[config.mk]
export PLATFORM = sky130hd
export DESIGN_NAME = entry_gate_controller
export DESIGN_NICKNAME = d
export VERILOG_FILES = /design/src/rtl/parking_pkg.sv /design/src/rtl/occupancy_counter.sv /design/src/rtl/entry_gate_controller.sv
export SDC_FILE = /design/constraint.sdc
export NUM_CORES = 1
export LEC_CHECK = 0
export BUFFER_PORTS_ARGS = -buffer_cell sky130_fd_sc_hd__buf_2
export CORE_UTILIZATION = 50
export CTS_BUF_LIST = sky130_fd_sc_hd__clkbuf_4 sky130_fd_sc_hd__clkbuf_8
export CTS_CLUSTER_DIAMETER = 60
export DETAILED_ROUTE_END_ITERATION = 12
export PLACE_DENSITY = 0.71
export SLEW_MARGIN = 20
export SYNTH_ARGS = -nofsm -noshare
export SYNTH_HDL_FRONTEND = slang
export SYNTH_SLANG_ARGS = --single-unit
[constraint.sdc]
create_clock -name clk -period 5.1 [get_ports clk]
set_clock_uncertainty 0.1 [all_clocks]
set_input_delay 1.02 -clock clk [delete_from_list [all_inputs] [get_ports clk]]
set_output_delay 1.02 -clock clk [all_outputs]
set_load 0.05 [all_outputs]
[src/rtl/parking_pkg.sv]
// Shared parking-lot definitions.
// Holds the entry-gate state encoding, the default lot sizing constants used
// by the entry controller, exit controller and display, and a small helper
// for parameter range checks.
package parking_pkg;

  typedef enum logic [1:0] {
    IDLE       = 2'd0,
    OPEN       = 2'd1,
    WAIT_CLEAR = 2'd2
  } gate_state_e;

  localparam int DEF_CNT_W       = 8;
  localparam int DEF_CAPACITY    = 200;
  localparam int DEF_OPEN_CYCLES = 16;
  localparam int DEF_TIMER_W     = 8;

  // True when value is in 1 .. 2**width-1, i.e. representable and non-zero.
  function automatic bit fits_width(input longint value, input int width);
    return (value >= 1) && (value <= ((longint'(1) << width) - 1));
  endfunction

endpackage

[src/rtl/occupancy_counter.sv]
// Saturating occupancy counter for the parking lot.
// Ports:
//   clk, rst_n   : clock, async active-low reset
//   inc          : a car was admitted this cycle
//   dec          : a car left the lot this cycle
//   occupancy    : cars inside (registered)
//   free_spaces  : CAPACITY - occupancy (registered)
//   full         : occupancy == CAPACITY (registered)
//   underflow    : 1-cycle pulse, dec seen while occupancy was 0
module occupancy_counter
  import parking_pkg::*;
#(
  parameter int CNT_W    = DEF_CNT_W,
  parameter int CAPACITY = DEF_CAPACITY
) (
  input  logic             clk,
  input  logic             rst_n,
  input  logic             inc,
  input  logic             dec,
  output logic [CNT_W-1:0] occupancy,
  output logic [CNT_W-1:0] free_spaces,
  output logic             full,
  output logic             underflow
);

  if (!fits_width(CAPACITY, CNT_W)) begin : g_bad_capacity
    $error("occupancy_counter: CAPACITY out of range for CNT_W");
  end

  localparam logic [CNT_W-1:0] CAP_V = CNT_W'(CAPACITY);
  localparam logic [CNT_W-1:0] ONE   = CNT_W'(1);

  logic [CNT_W-1:0] occ_q, occ_d;
  logic [CNT_W-1:0] free_q, free_d;
  logic             full_q, full_d;
  logic             underflow_q, underflow_d;
  logic             dec_ok;

  always_comb begin
    occ_d       = occ_q;
    dec_ok      = dec && (occ_q != '0);
    // An exit at zero occupancy is reported but never wraps the count.
    underflow_d = dec && (occ_q == '0);
    case ({inc, dec_ok})
      2'b10:   occ_d = occ_q + ONE;
      2'b01:   occ_d = occ_q - ONE;
      default: occ_d = occ_q;   // idle, or entry and exit cancel out
    endcase
    // Status derives from the next count so it moves together with occupancy.
    full_d = (occ_d == CAP_V);
    free_d = CAP_V - occ_d;
  end

  always_ff @(posedge clk or negedge rst_n) begin
    if (!rst_n) begin
      occ_q       <= '0;
      free_q      <= CAP_V;
      full_q      <= 1'b0;
      underflow_q <= 1'b0;
    end else begin
      occ_q       <= occ_d;
      free_q      <= free_d;
      full_q      <= full_d;
      underflow_q <= underflow_d;
    end
  end

  assign occupancy   = occ_q;
  assign free_spaces = free_q;
  assign full        = full_q;
  assign underflow   = underflow_q;

endmodule

[src/rtl/entry_gate_controller.sv]
// Parking entry barrier controller.
// Registered gate FSM (IDLE -> OPEN -> WAIT_CLEAR), open-window timer,
// reject edge detector and an occupancy counter sub-block.
// Ports:
//   clk, rst_n   : clock, async active-low reset
//   entry_req    : level, car present at entry sensor
//   entry_pass   : pulse, car cleared the barrier
//   exit_pulse   : pulse, car left the lot
//   enable       : gate-open command (registered)
//   full         : lot full
//   occupancy    : cars inside
//   free_spaces  : CAPACITY - occupancy
//   reject       : pulse, new request refused because full
//   timeout_err  : pulse, gate closed without a pass
//   exit_err     : pulse, exit seen with empty lot
module entry_gate_controller
  import parking_pkg::*;
#(
  parameter int CNT_W       = DEF_CNT_W,
  parameter int CAPACITY    = DEF_CAPACITY,
  parameter int OPEN_CYCLES = DEF_OPEN_CYCLES,
  parameter int TIMER_W     = DEF_TIMER_W
) (
  input  logic             clk,
  input  logic             rst_n,
  input  logic             entry_req,
  input  logic             entry_pass,
  input  logic             exit_pulse,
  output logic             enable,
  output logic             full,
  output logic [CNT_W-1:0] occupancy,
  output logic [CNT_W-1:0] free_spaces,
  output logic             reject,
  output logic             timeout_err,
  output logic             exit_err
);

  if (!fits_width(CAPACITY, CNT_W)) begin : g_bad_capacity
    $error("entry_gate_controller: CAPACITY must be 1 .. 2**CNT_W-1");
  end
  if (OPEN_CYCLES < 1) begin : g_bad_open_min
    $error("entry_gate_controller: OPEN_CYCLES must be at least 1");
  end
  if (!fits_width(OPEN_CYCLES, TIMER_W)) begin : g_bad_open_max
    $error("entry_gate_controller: OPEN_CYCLES must fit in TIMER_W");
  end

  localparam logic [TIMER_W-1:0] TIMER_LAST = TIMER_W'(OPEN_CYCLES - 1);
  localparam logic [TIMER_W-1:0] TIMER_ONE  = TIMER_W'(1);

  gate_state_e        state_q, state_d;
  logic [TIMER_W-1:0] timer_q, timer_d;
  logic               req_q, req_d;       // previous entry_req, for edge detect
  logic               enable_q, enable_d;
  logic               reject_q, reject_d;
  logic               timeout_q, timeout_d;
  logic               inc;

  always_comb begin
    state_d   = state_q;
    timer_d   = timer_q;
    reject_d  = 1'b0;
    timeout_d = 1'b0;
    inc       = 1'b0;
    req_d     = entry_req;
    case (state_q)
      IDLE: begin
        timer_d = '0;
        if (entry_req && !full) begin
          state_d = OPEN;
        end else if (entry_req && !req_q && full) begin
          // Only a fresh arrival is refused; a held request waits silently
          // and is admitted as soon as a space frees up.
          reject_d = 1'b1;
        end
      end
      OPEN: begin
        if (entry_pass) begin
          inc     = 1'b1;
          state_d = WAIT_CLEAR;
        end else if (timer_q == TIMER_LAST) begin
          timeout_d = 1'b1;
          state_d   = WAIT_CLEAR;
        end else begin
          timer_d = timer_q + TIMER_ONE;
        end
      end
      WAIT_CLEAR: begin
        // Hold the gate shut until the sensor clears so one car is never
        // admitted twice.
        timer_d = '0;
        if (!entry_req) state_d = IDLE;
      end
      default: begin
        state_d = IDLE;
        timer_d = '0;
      end
    endcase
    enable_d = (state_d == OPEN);
  end

  always_ff @(posedge clk or negedge rst_n) begin
    if (!rst_n) begin
      state_q   <= IDLE;
      timer_q   <= '0;
      req_q     <= 1'b0;
      enable_q  <= 1'b0;
      reject_q  <= 1'b0;
      timeout_q <= 1'b0;
    end else begin
      state_q   <= state_d;
      timer_q   <= timer_d;
      req_q     <= req_d;
      enable_q  <= enable_d;
      reject_q  <= reject_d;
      timeout_q <= timeout_d;
    end
  end

  occupancy_counter #(
    .CNT_W    (CNT_W),
    .CAPACITY (CAPACITY)
  ) u_occ (
    .clk         (clk),
    .rst_n       (rst_n),
    .inc         (inc),
    .dec         (exit_pulse),
    .occupancy   (occupancy),
    .free_spaces (free_spaces),
    .full        (full),
    .underflow   (exit_err)
  );

  assign enable      = enable_q;
  assign reject      = reject_q;
  assign timeout_err = timeout_q;

endmodule

After elaboration in Yosys (flattened, before gate mapping)

Cells that the tools add are included.

$add $sub $neg: 4
Multipliers: 0
Div/mod/pow operators: 0
Order comparisons: 0
Equal/unequal tests: 9
Shift-type cells: 0
Mux-type cells: 17
Bitwise logic cells: 0
Reduce and logical (&&, ||, !) cells: 11

Operators with widths:

| kind                  | number |
|---|---|
| $mux W8               | 3 |
| $add A8 B1 Y8 const B | 2 |
| $pmux W8 S2           | 1 |
| $eq A8 B4 Y1 const B  | 1 |
| $eq A8 B8 Y1 const B  | 1 |
| $logic_not A8 Y1      | 1 |
| $mux W1               | 8 |
| $mux W2               | 4 |
| $reduce_bool A8 Y1    | 1 |
| $sub A8 B1 Y8 const B | 1 |
| $sub A8 B8 Y8 const A | 1 |
| $eq A2 B1 Y1 const B  | 3 |
| $pmux W2 S3           | 1 |
| $logic_and A1 B1 Y1   | 5 |
| $eq A2 B2 Y1 const B  | 2 |
| $ne A2 B2 Y1 const B  | 2 |
| $logic_not A1 Y1      | 2 |
| $logic_not A2 Y1      | 1 |
| $reduce_and A2 Y1     | 1 |

Register bits: 32
Bits in latches: 0
Bits in writable memories: 0
Bits in read-only memories: 0
Bits of input ports: 5
Output and inout bits: 21
Word-level logic and storage cells: 51
Memories: 0

Longest topological paths before layout

Gate-level depths: netlist (run 1).

Word-level depth: 6
Gate-level depth with buffers: 16
Depth with buffers taken out: 13

Cells and area by module

A second synthesis (run 1) with hierarchy kept.

Cells, all modules: 177
Area total of the unflattened synthesis: 1853.0 sq um

Modules (own cells, without submodules):

| module                | instances | cells each | area each (sq um) | sequential area each (sq um) |
|---|---|---|---|---|
| occupancy_counter     | 1         | 117        | 1177.4            | 429.2 |
| entry_gate_controller | 1         | 60         | 675.6             | 350.3 |

Worst setup path before layout (run 1)

No wires, ideal clock.

Path kind: flip-flop to flip-flop
From: reg u_occ.occ_q[2], in the netlist u_occ.occupancy[2]
To: reg u_occ.free_q[7], in the netlist u_occ.free_spaces[7]
Setup time: 0.075 ns
Arrival: 3.961 ns
Data required time: 4.925 ns
Setup slack: 0.964 ns
Cell stages (with the launch flop): 17
Path buffers: 3
Period minus slack after synthesis: 4.136 ns
Path through: dfrtp_1 > buf_6 > or4_2 > nor3_1 > nor2b_1 > ha_1 > buf_6 > buf_6 > xor2_1 > ha_1 > or3_1 > a21oi_1 > nand2b_1 > mux2i_1 > xnor2_2 > o31ai_1 > xnor2_1

Longest elaborated chain between the ends: 5
Elaborated cells on any way between the ends: 8
Classes of those cells: 3 x add/sub; 2 x eq/ne; 1 x mux; 2 x reduce/logical

Ends and longest elaborated chain:

| what                                                                  | RTL line                | source |
|---|---|---|
| from (decl)                                                           | occupancy_counter.sv:33 | `logic [CNT_W-1:0] occ_q, occ_d;` |
| from (signal assigned)                                                | occupancy_counter.sv:56 | `occ_q <= '0;` |
| from (signal assigned)                                                | occupancy_counter.sv:61 | `occ_q <= occ_d;` |
| parallel branches: the longest is 3 deep, another holds $sub A8 B1 Y8 | --                      |  |
| $pmux W8 S2 (*)                                                       | occupancy_counter.sv:44 | `case ({inc, dec_ok})` |
| via u_occ.occ_d[4]                                                    | occupancy_counter.sv:33 |  |
| $sub A8 B8 Y8 (*)                                                     | occupancy_counter.sv:51 | `free_d = CAP_V - occ_d;` |
| via u_occ.free_d[7]                                                   | occupancy_counter.sv:34 | `logic [CNT_W-1:0] free_q, free_d;` |
| to (signal assigned)                                                  | occupancy_counter.sv:62 | `free_q <= free_d;` |
| to (decl)                                                             | occupancy_counter.sv:34 |  |

Mark *: on every way through the listed nets, which the timed path passes.
A chain may end at the register's enable or synchronous reset.

Final worst setup path (run 1)

Same ends and word-level chain as after synthesis.

==> impl_metrics.tcl, run 1 <==
set metrics [dict create \
    outcome "finished, final reports clean" \
    routed-via-count 1313 \
    io_pins 26 \
    postCtsResizedCells 0 \
    period_needed_ns 4.26 \
    yosysTopAreaCellShare_pct 39.8 \
    clk_latency_ns 0.34 \
    cts_max_path_buffers 2 \
    hold_class "flip-flop to flip-flop" \
    core_mm2 0.00336 \
    remaining_drc_errors 0 \
    slew_violations 0 \
    io_buffers 25 \
    ys_seq_area_share_pct 44.2 \
    fin_crit_sh_pct 83.5 \
    synth_nets 185 \
    wl_mm 3.39 \
    yosys.cell_count.top_type "dfrtp_1" \
    synth_commonest_cells "dfrtp_1 (28), nor2_1 (21), nand2_1 (14)" \
    worst_ep_required_time_ns 5.26 \
    synthCells 175 \
    antenna_found_initial 0 \
    cts_root_buffer "clkbuf_4" \
    hold_viol 0 \
    start_kind "flip-flop" \
    cts_max_level 2 \
    vias_per_cell 5.36 \
    rsz0062_at_grt "no" \
    critPathArrivalTime_ns 4.42 \
    place.gp.congestion 0.838 \
    synthTopCellsByArea "dfrtp_1 (40%), xor2_1 (5.5%), dfstp_2 (4.5%)" \
    ctsHoldBuffers 0 \
    cts_setup_buffers 0 \
    worstPathMaxFanout 23 \
    start_util_pct 52.4 \
    cts_made_buffers 5 \
    syn_to_final_growth_pct 10.5 \
    fp.dieW_um 61.4 \
    synth_largest_area_cell "dfrtp_1" \
    nNetsFinal 208 \
    synthDistinctLibCells 50 \
    synth_flop_cell "dfrtp_1" \
    synth.avg_cell_area_um2 10.1 \
    final_layout_size_suffix_gt1_share_pct 22.6 \
    worst_slew_pin_slew_ns 0.769 \
    path_class "flip-flop to flip-flop" \
    grt_overflow 0 \
    routedWlPerCell_um 13.8 \
    synth_edf_count 0 \
    drt-initial-drc-count 62 \
    synthesis.area_mm2 0.00176 \
    cts_tree "yes" \
    dieArea_mm2 0.00377 \
    firstDrtPassIters 4 \
    fmax_mhz 235 \
    postRouteAntennaNets 0 \
    setup_tns_ns 0 \
    maxCapViolations 0 \
    async_flop_share_pct 100 \
    grt_pass1_wl_mm 5.67 \
    ys_seq_elements 31 \
    critPathCaptureType "flip-flop" \
    path_clk_slew_ns 0.11 \
    fillCellCount 330 \
    num_rows 21 \
    slew_headroom_pct 48.7 \
    die_h_um 61.4 \
    detailed_place_hpwl_mm 2.34 \
    grt_pass1_vias 1194 \
    grt_max_degree 32 \
    grtUsageTotal_pct 21.0 \
    yosys_warnings 0 \
    cts_sinks 31 \
    antennaDiodeCount 0 \
    setup_violations 0 \
]
[layer usage]
metal | vias up | GRT usage [%] | routed length [µm]
met3 | 5 | 6.30 | 140
met5 | - | 0 | 0
li1 | 648 | - | -
met4 | 0 | 5.71 | 38
met1 | 634 | 27.5 | 1510
met2 | 26 | 34.2 | 1710
[sequential cells by signal, indices dropped and copies added (netlist names)]
register,count
timer_q,8
u_occ.occupancy,8
u_occ.free_spaces,7
state_q,2
enable,1
reject,1
req_q,1
timeout_err,1
u_occ.full,1
u_occ.underflow,1
[final timing paths]
path                            depth (start not counted)  slack (ns)               start                   end
worst max register to register                         13        0.84  u_occ.occupancy[2]  u_occ.free_spaces[7]
worst max-delay path                                   13        0.84  u_occ.occupancy[2]  u_occ.free_spaces[7]
min in group asynchronous                               1        0.59               rst_n            timer_q[5]
worst min register to register                          1        0.33               req_q                reject
max in group asynchronous                               1        3.87               rst_n    u_occ.occupancy[4]
worst min-delay path                                    1        0.33               req_q                reject
[through the flow]
step	worst slack [ns]	utilization [%]	hold slack (ns)	instances	area [µm²]
after floorplan	0.964	-	0.287	175	1760
after global placement	1.09	55.3	0.300	237	1860
after detailed placement	0.939	55.3	0.309	237	1860
after CTS	0.851	57.9	0.328	245	1950
after global routing	0.542	57.9	0.359	245	1950
final	0.839	57.9	0.326	245	1950
[layout by cell type (no fill, tap or decap), types with 3 or more instances in the layout]
cell and instances:
dfstp_2 3, inv_1 5, ha_1 5, nand2b_1 5, dfrtp_1 28, nand2_1 14
xor2_1 11, nor2_1 21, a21oi_1 9, xnor2_1 8, nor2b_1 4, clkbuf_4 5
nor3_1 4, buf_2 25, nand3_1 6
[worst max-delay path, stage by stage, from the launching register on]
cell      delay (ns)
dfrtp_1         0.52
or4_2           0.70
nor3_1          0.21
nor2b_1         0.10
ha_1            0.48
xor2_1          0.27
ha_1            0.24
or3_1           0.32
a21oi_1         0.22
nand2b_1        0.15
mux2i_1         0.26
xnor2_2         0.16
o31ai_1         0.30
xnor2_1         0.16
[cell type report]
cell class	instances	area (µm²)	area share (%)
multi-input cells	129	876	45.0
flip-flops and latches	31	779	40.0
repair buffers	25	125	6.43
well taps	46	57.6	2.96
clock buffers	6	51.3	2.63
clock inverters	2	35.0	1.80
inverters	6	22.5	1.16
[cells by family (layout without fill, tap and decap cells)]
| group | count (synthesis) | in the layout | synth area share, % |
|---|---|---|---|
| buffers and inverters | 15 | 39 | 6.04 |
| adder cells (fa/ha/maj) | 5 | 5 | 3.55 |
| AO/OA/AOI/OAI | 26 | 26 | 10.5 |
| XOR/XNOR | 22 | 22 | 12.2 |
| flip-flops | 31 | 31 | 44.2 |
| multiplexers | 3 | 3 | 1.78 |
| AND/OR/NAND/NOR | 73 | 73 | 21.7 |
Power of run 1 is not shown: default switching activity piles up to over one toggle a cycle in this logic, so the estimate is an artifact.
==> run 2, diff against run 1 <==
--- a/config.mk
+++ b/config.mk
@@ -10,7 +10,7 @@
 export CTS_BUF_LIST = sky130_fd_sc_hd__clkbuf_4 sky130_fd_sc_hd__clkbuf_8
 export CTS_CLUSTER_DIAMETER = 60
 export DETAILED_ROUTE_END_ITERATION = 12
-export PLACE_DENSITY = 0.71
+export PLACE_DENSITY = 0.74
 export SLEW_MARGIN = 20
 export SYNTH_ARGS = -nofsm -noshare
 export SYNTH_HDL_FRONTEND = slang
==> constraint.sdc (replaced) <==
create_clock -name clk -period 3.7 [get_ports clk]
set_clock_uncertainty 0.1 [all_clocks]
set_input_delay 0.74 -clock clk [delete_from_list [all_inputs] [get_ports clk]]
set_output_delay 0.74 -clock clk [all_outputs]
set_load 0.05 [all_outputs]
==> impl_metrics.tcl, run 2 (same netlist as run 1, synthesis figures left out) <==
set metrics [dict create \
    clk_latency_ns 0.33 \
    seqCellArea_um2 782 \
    layout_commonest_cell "dfrtp_1" \
    rsz0062_at_grt "no" \
    worstPathMaxFanout 6 \
    cpMaxStageDelayCell "or4_4" \
    place.gp.congestion 0.851 \
    grt_overflow 0 \
    fillCellCount 335 \
    io_pins 26 \
    remaining_drc_errors 0 \
    cts_max_level 2 \
    path_clk_slew_ns 0.10 \
    start_util_pct 52.4 \
    cts_made_buffers 5 \
    path_cells "or4_4, nor3_2, nor2b_1, ha_2, xor2_1, ha_2, or3_1, a21oi_2, nand2b_4, mux2i_2, xnor2_2, a211oi_1, xor2_1" \
    core_mm2 0.00336 \
    cts_sinks 31 \
    io_buffers 25 \
    hold_depth 1 \
    reg2reg_depth 13 \
    detailed_place_hpwl_mm 2.68 \
    path_class "flip-flop to flip-flop" \
    hold_path_end "reject" \
    grt_use_met3_pct 6.30 \
    num_rows 21 \
    final_cell_mix "dfrtp_1 (26), buf_2 (25), nor2_1 (21), nand2_1 (14), xor2_1 (11)" \
    grt_max_degree 32 \
    antenna_found_initial 0 \
    routed-via-count 1391 \
    r2r-end "u_occ.free_spaces[6]" \
    setup_violations 0 \
    r2r-start "u_occ.occupancy[1]" \
    critPathBufInv 0 \
    layout_setup_ws_ns 0.251 \
    grt-busiest-layer "met2" \
    cts_max_path_buffers 2 \
    grt_pass1_wl_mm 6.20 \
    reg2reg_slack_ns 0.25 \
    fin_crit_sh_pct 93.2 \
    drt-initial-drc-count 92 \
    fp.dieW_um 61.4 \
    period_needed_ns 3.45 \
    hold_class "flip-flop to flip-flop" \
    fmax_mhz 290 \
    postCtsResizedCells 0 \
    syn_to_final_growth_pct 15.2 \
    setup_tns_ns 0 \
    postRouteAntennaNets 0 \
    grt_use_met2_pct 37.0 \
    final_layout_size_suffix_gt1_share_pct 30.1 \
    grt_pass1_vias 1332 \
    maxCapViolations 0 \
    firstDrtPassIters 4 \
    hold_start "req_q" \
    wl_mm 3.67 \
    holdWs_ns 0.318 \
    outcome "finished, final reports clean" \
    cts_tree "yes" \
    die_h_um 61.4 \
    nNetsFinal 218 \
    routedWlPerCell_um 14.4 \
    vias_per_cell 5.45 \
    placed_cell_area_mm2 0.00197 \
    antennaDiodeCount 0 \
    final_area_mm2 0.00203 \
    slew_headroom_pct 55.0 \
    cts_setup_buffers 0 \
    cp_slowest_stage_delay_ns 0.53 \
    grtUsageTotal_pct 23.0 \
    critPathArrivalTime_ns 3.61 \
    slew_violations 0 \
    cts_root_buffer "clkbuf_4" \
    worst_slew_pin_slew_ns 0.676 \
    start_kind "flip-flop" \
    multi_input_area_um2 903 \
    worst_ep_required_time_ns 3.86 \
    dp_slack_ns 0.260 \
    hold_viol 0 \
    critPathCaptureType "flip-flop" \
    cp_top_family "simple AND/OR/NAND/NOR gates" \
    grtUsageMet1_pct 29.1 \
    ctsHoldBuffers 0 \
    dieArea_mm2 0.00377 \
]
run 2: cell types whose count changed in the layout (fill, tap and decap cells not counted), sizes merged:
cell,delta
buf,+10
bufinv,-1
clkbuf,+1
run 2: how the worst max path moves through the flow:
| stage | slack (ns) | to | from | cells after the start |
|---|---|---|---|---|
| after CTS | 0.25 | u_occ.free_spaces[6] | u_occ.occupancy[1] | 12 |
| after global routing | 0.04 | u_occ.free_spaces[6] | u_occ.occupancy[1] | 13 |
| after floorplan | -0.12 | u_occ.free_spaces[7] | u_occ.occupancy[1] | 16 |
| after global placement | 0.34 | u_occ.free_spaces[6] | u_occ.occupancy[1] | 13 |
| final | 0.25 | u_occ.free_spaces[6] | u_occ.occupancy[1] | 13 |
| after detailed placement | 0.26 | u_occ.free_spaces[6] | u_occ.occupancy[1] | 12 |
run 2: worst register-to-register path, cell delays in order (launching register included):
cell,delay [ns]
dfrtp_2,0.41
or4_4,0.53
nor3_2,0.19
nor2b_1,0.10
ha_2,0.19
xor2_1,0.14
ha_2,0.18
or3_1,0.38
a21oi_2,0.17
nand2b_4,0.15
mux2i_2,0.25
xnor2_2,0.17
a211oi_1,0.25
xor2_1,0.18
run 2: stage by stage:
| step | instances | util [%] |
|---|---|---|
| 3_5_place_dp | 247 | 58.4 |
| 6_report | 255 | 60.3 |
| 3_3_place_gp | 247 | 58.4 |
| 4_1_cts | 255 | 60.3 |
| 2_1_floorplan | 175 | - |
| 5_1_grt | 255 | 60.3 |
run 2: metal layers:
metal / wire (µm) / share of wire [%] / vias up
met3: 111 / 3.0 / 12
li1: - / - / 671
met4: 111 / 3.0 / 0
met5: 0 / 0 / -
met2: 1790 / 49 / 23
met1: 1660 / 45 / 685
run 2: final cells by class:
type / count / share of cell area (%)
inverters: 6 / 1.11
clock inverters: 1 / 0.247
well taps: 46 / 2.84
clock buffers: 7 / 2.90
repair buffers: 35 / 9.86
flip-flops and latches: 31 / 38.5
multi-input cells: 129 / 44.5
Power of run 2 is left out for the same reason.
